==> src/rtl/multicycle_control.sv <==
// multicycle_control: control FSM sequencing the multi-cycle RV32I datapath with a memory ready/timeout handshake
module multicycle_control #(
  parameter int TIMEOUT_CYCLES = 16,
  parameter int CNT_W = 5
) (
  input  logic       clk,
  input  logic       rst_n,
  input  logic [6:0] opcode,
  input  logic       zero,
  input  logic       mem_ready,
  output logic       pc_write,
  output logic       pc_write_cond,
  output logic       pc_source,
  output logic       i_or_d,
  output logic       mem_read,
  output logic       mem_write,
  output logic       ir_write,
  output logic       mem_to_reg,
  output logic       reg_write,
  output logic       alu_src_a,
  output logic [1:0] alu_src_b,
  output logic [1:0] alu_op,
  output logic       instr_retired,
  output logic       illegal_op,
  output logic       mem_timeout,
  output logic [3:0] state_dbg
);
  localparam logic [3:0] S_RESET = 4'd0, S_FETCH = 4'd1, S_DECODE = 4'd2, S_MEM_ADDR = 4'd3,
                         S_MEM_RD = 4'd4, S_MEM_WB = 4'd5, S_MEM_WR = 4'd6, S_EXEC = 4'd7,
                         S_ALU_WB = 4'd8, S_BRANCH = 4'd9;
  localparam logic [6:0] OP_R = 7'b0110011, OP_LW = 7'b0000011, OP_SW = 7'b0100011, OP_BEQ = 7'b1100011;
  logic [3:0] state_q, state_d;
  logic [CNT_W-1:0] cnt_q, cnt_d;
  logic wait_st, tmo;
  logic unused_zero;
  assign unused_zero = zero;
  assign state_dbg = state_q;
  assign wait_st = state_q == S_FETCH || state_q == S_MEM_RD || state_q == S_MEM_WR;
  assign tmo = wait_st && !mem_ready && cnt_q == CNT_W'(TIMEOUT_CYCLES - 1);
  assign mem_timeout = tmo;
  always_comb begin
    state_d = state_q;
    pc_write = 1'b0;
    pc_write_cond = 1'b0;
    pc_source = 1'b0;
    i_or_d = 1'b0;
    mem_read = 1'b0;
    mem_write = 1'b0;
    ir_write = 1'b0;
    mem_to_reg = 1'b0;
    reg_write = 1'b0;
    alu_src_a = 1'b0;
    alu_src_b = 2'b00;
    alu_op = 2'b00;
    instr_retired = 1'b0;
    illegal_op = 1'b0;
    case (state_q)
      S_RESET: state_d = S_FETCH;
      S_FETCH: begin
        mem_read = 1'b1;
        alu_src_b = 2'b01;
        ir_write = mem_ready;
        pc_write = mem_ready;
        state_d = mem_ready ? S_DECODE : S_FETCH;
      end
      S_DECODE: begin
        alu_src_b = 2'b10;
        illegal_op = !(opcode == OP_LW || opcode == OP_SW || opcode == OP_R || opcode == OP_BEQ);
        state_d = (opcode == OP_LW || opcode == OP_SW) ? S_MEM_ADDR :
                  opcode == OP_R ? S_EXEC : opcode == OP_BEQ ? S_BRANCH : S_FETCH;
      end
      S_MEM_ADDR: begin
        alu_src_a = 1'b1;
        alu_src_b = 2'b10;
        state_d = opcode == OP_SW ? S_MEM_WR : S_MEM_RD;
      end
      S_MEM_RD: begin
        mem_read = 1'b1;
        i_or_d = 1'b1;
        state_d = mem_ready ? S_MEM_WB : tmo ? S_FETCH : S_MEM_RD;
      end
      S_MEM_WB: begin
        reg_write = 1'b1;
        mem_to_reg = 1'b1;
        instr_retired = 1'b1;
        state_d = S_FETCH;
      end
      S_MEM_WR: begin
        mem_write = 1'b1;
        i_or_d = 1'b1;
        instr_retired = mem_ready;
        state_d = (mem_ready || tmo) ? S_FETCH : S_MEM_WR;
      end
      S_EXEC: begin
        alu_src_a = 1'b1;
        alu_op = 2'b10;
        state_d = S_ALU_WB;
      end
      S_ALU_WB: begin
        reg_write = 1'b1;
        instr_retired = 1'b1;
        state_d = S_FETCH;
      end
      S_BRANCH: begin
        alu_src_a = 1'b1;
        alu_op = 2'b01;
        pc_write_cond = 1'b1;
        pc_source = 1'b1;
        instr_retired = 1'b1;
        state_d = S_FETCH;
      end
      default: state_d = S_FETCH;
    endcase
  end
  // a timeout restarts FETCH in place, so it must clear the counter like a state change
  assign cnt_d = (state_d != state_q || tmo) ? '0 : (wait_st && !mem_ready) ? cnt_q + 1'b1 : cnt_q;
  always_ff @(posedge clk or negedge rst_n) begin
    if (!rst_n) begin
      state_q <= S_RESET;
      cnt_q <= '0;
    end else begin
      state_q <= state_d;
      cnt_q <= cnt_d;
    end
  end
endmodule
==> config.mk <==
export PLATFORM = sky130hd
export DESIGN_NAME = multicycle_control
export DESIGN_NICKNAME = d
export VERILOG_FILES = /design/src/rtl/multicycle_control.sv
export SDC_FILE = /design/constraint.sdc
export NUM_CORES = 1
export LEC_CHECK = 0
export ABC_AREA = 1
export CAP_MARGIN = 10
export CELL_PAD_IN_SITES_DETAIL_PLACEMENT = 0
export CELL_PAD_IN_SITES_GLOBAL_PLACEMENT = 1
export CORE_MARGIN = 8
export CORE_UTILIZATION = 28
export CTS_CLUSTER_DIAMETER = 50
export DETAILED_ROUTE_END_ITERATION = 10
export HOLD_SLACK_MARGIN = 0.15
export PLACE_DENSITY = 0.89
export SLEW_MARGIN = 20
export SYNTH_ARGS = -nofsm -noshare
export SYNTH_HDL_FRONTEND = slang
export SYNTH_SLANG_ARGS = --single-unit
==> constraint.sdc <==
create_clock -name clk -period 1.85 [get_ports clk]
set_input_delay 0.2775 -clock clk [delete_from_list [all_inputs] [get_ports clk]]
set_output_delay 0.2775 -clock clk [all_outputs]
set_load 0.005 [all_outputs]
==> qor.yml <==
status: "finished, final reports clean"
fin_crit_ns: 1.80
cts_root_buf: "clkbuf_4"
synth_top_cell_area_share: 0.305
ys_seq_elements: 9
clkLatencyLatePin_ns: 0.26
hold_buffers: 0
stdcell_area_sq_um: 1420
vias: 900
grt_max_degree: 10
cp_max_fo: 5
drt_iter0_markers: 10
htree_num_levels: 1
nets: 185
synth.largest_area_cell: "dfrtp_1"
wl_per_cell_um: 11.6
cp_data_required_time_ns: 1.57
coreArea_sq_um: 2500
synth-warning-count: 0
die_area_sq_um: 4540
synth_area_leaders: "dfrtp_1 31%, nand2_1 9.7%, inv_1 8.1%"
slowest_stage: "dfrtp_2"
power_density_nw_per_um2: 1160
synth_mux_area_frac: 0
max_slew_margin: 0.737
ys_seq_area_frac: 0.305
place_hpwl_um: 1850
ant_nets: 0
gp_congestion: 0.842
slew_violations: 0
critPathBufInv: 4
die_h_um: 67.3
synth_nets: 115
ios: 32
setup-tns-final_ns: 0
critPathLaunchType: "flop"
mappedNetlistArea_sq_um: 738
yosys.area_share.adder: 0.0339
antenna_cells: 0
end_kind: "output pin"
r2r_setup_slack_ns: 0.14
cts_sinks: 9
worst_pin_slew_ns: 0.393
yosys.area_share.simple: 0.453
leakage_nw: 0.866
path_cells: "buf_4 > inv_2 > nor2_4 > inv_4 > nor2_4 > nor2_2 > nand3_1 > dlygate4sd2_1"
synth_xor_area_frac: 0.0237
synth_cells: 102
hp-class: "input pin to asynchronous set/reset pin"
route.detailed.drc: 0
finalCritPeriodShare: 0.971
finalHoldViolCount: 0
syn2layout_area_growth_pct: 92.5
grt_pass1_vias: 885
rows: 18
syn_area_per_cell_sq_um: 7.24
crit_family: "buffers and inverters"
path_depth: 8
worstSetupPathType: "flop to output pin"
critPathArrivalTime_ns: 1.52
fmax_ghz: 0.556
placed_cell_area_sq_um: 1230
die_w_um: 67.3
slowest_delay_ns: 0.42
crit_path_frequent_cell: "nor2_4"
drt-vias-per-instance: 4.48
grt_antenna_before_repair: 0
wl_um: 2340
ff2ff_path_depth: 9
grt_first_pass_wirelength_um: 3720
track_usage: 0.106
grt_remaining_overflow: 0
cts.clk_slew.worst_paths_ns: 0.06
cts_tree: "done"
firstDrtPassIters: 4
numCtsBuffers: 3
synthDistinctLibCells: 28
setup_viol: 0
peakVddDrop_mv: 0.586
numPortBuffers: 30
fin_worst_skew_ns: 0.00110
start_util: 0.295
clockBufferDepth: 2
final_layout_size_suffix_gt1_frac: 0.491
synth-compound-area-share: 0.0492
synth_top_family_by_area: "simple AND/OR/NAND/NOR gates"
rsz0062_at_grt: "true"
maxCapViolCount: 0
-- flip-flops by register name, summed over array words and instances, names as in the netlist --
signal and cells:
state_dbg 4, cnt_q 5
-- cell usage after synthesis --
| library cell | number |
|---|---|
| a211oi_1 | 1 |
| a21oi_1 | 1 |
| and3_1 | 1 |
| buf_4 | 3 |
| dfrtp_1 | 9 |
| ha_1 | 2 |
| inv_1 | 16 |
| inv_2 | 3 |
| inv_4 | 1 |
| nand2_1 | 19 |
| nand2_2 | 3 |
| nand2_4 | 1 |
| nand3_1 | 5 |
| nand3_2 | 3 |
| nand3b_2 | 1 |
| nand4_1 | 3 |
| nand4_2 | 1 |
| nor2_1 | 14 |
| nor2_2 | 4 |
| nor2_4 | 1 |
| nor2_8 | 1 |
| nor3_1 | 2 |
| nor3_2 | 1 |
| o21ai_0 | 2 |
| o21ai_1 | 1 |
| o311ai_0 | 1 |
| xnor2_1 | 1 |
| xor2_1 | 1 |
-- metrics by stage --
stage / power (mW) / setup slack [ns] / hold slack, ns / util / std cells
6_report: 1.65 / 0.0527 / 0.301 / 0.569 / 201
5_1_grt: 1.77 / -0.0221 / 0.332 / 0.569 / 201
4_1_cts: 1.55 / -0.146 / 0.315 / 0.530 / 194
3_5_place_dp: 1.33 / -0.206 / 0.456 / 0.493 / 183
3_3_place_gp: 1.31 / -0.175 / 0.446 / 0.493 / 183
2_1_floorplan: 0.785 / 0.312 / -0.0181 / - / 102
-- routing by layer --
metal  vias up  GRT usage  share of wire
met5         -          0              0
met4         0     0.0548          0.018
met3         5     0.0166          0.059
met2        25      0.196           0.53
met1       413      0.112           0.40
li1        457          -              -
-- power by group --
part	switching (mW)	internal, mW
clock network	0.0714	0.0833
registers	0.0457	0.254
logic	0.578	0.617
total	0.695	0.955
-- cell usage in the layout, fill, tap and decap left out, types with 2 or more instances in the layout --
master	instances
buf_4	38
o21ai_0	2
nand2_2	6
dfrtp_2	2
nor3_2	2
inv_1	14
dlymetal6s2s_1	5
nor2_4	4
nand3_2	3
dfrtp_1	7
clkbuf_4	3
nand2_1	16
nand4_1	3
inv_2	5
clkdlybuf4s50_1	13
ha_2	2
nor2_2	6
dlygate4sd2_1	6
nand3_1	5
clkbuf_2	4
nor2_1	9
-- final timing paths --
kind                                        startpoint                      to
worst max-delay path            state_dbg[2]$_DFF_PN0_           instr_retired
worst max register to register    cnt_q[0]$_DFFE_PN0P_    cnt_q[3]$_DFFE_PN0P_
worst min-delay path                             rst_n    cnt_q[4]$_DFFE_PN0P_
worst min register to register    cnt_q[3]$_DFFE_PN0P_    cnt_q[3]$_DFFE_PN0P_
max in group asynchronous                        rst_n  state_dbg[3]$_DFF_PN0_
min in group clk                  cnt_q[3]$_DFFE_PN0P_    cnt_q[3]$_DFFE_PN0P_
-- cells by family (layout without fill, tap and decap cells) --
family	count (synthesis)	in the layout
compound gates	6	6
buf+inv	23	92
xor+xnor	2	2
simple gates	60	60
flops	9	9
fa+ha+maj	2	2
-- area by class of cell --
class	instances	area (sq um)
Fill cell	236	1080
Timing Repair Buffer	68	566
Multi-Input combinational cell	70	487
Sequential cell	9	228
Inverter	20	77.6
Tap cell	30	37.5
Clock buffer	4	26.3
-- what timing repair did --
action                     in CTS  in global routing
gates resized for setup        23                 29
buffers inserted                7                  8
setup endpoints to repair      17                 15
pin swaps                       1                  5
(Power assumes the default switching activity.)
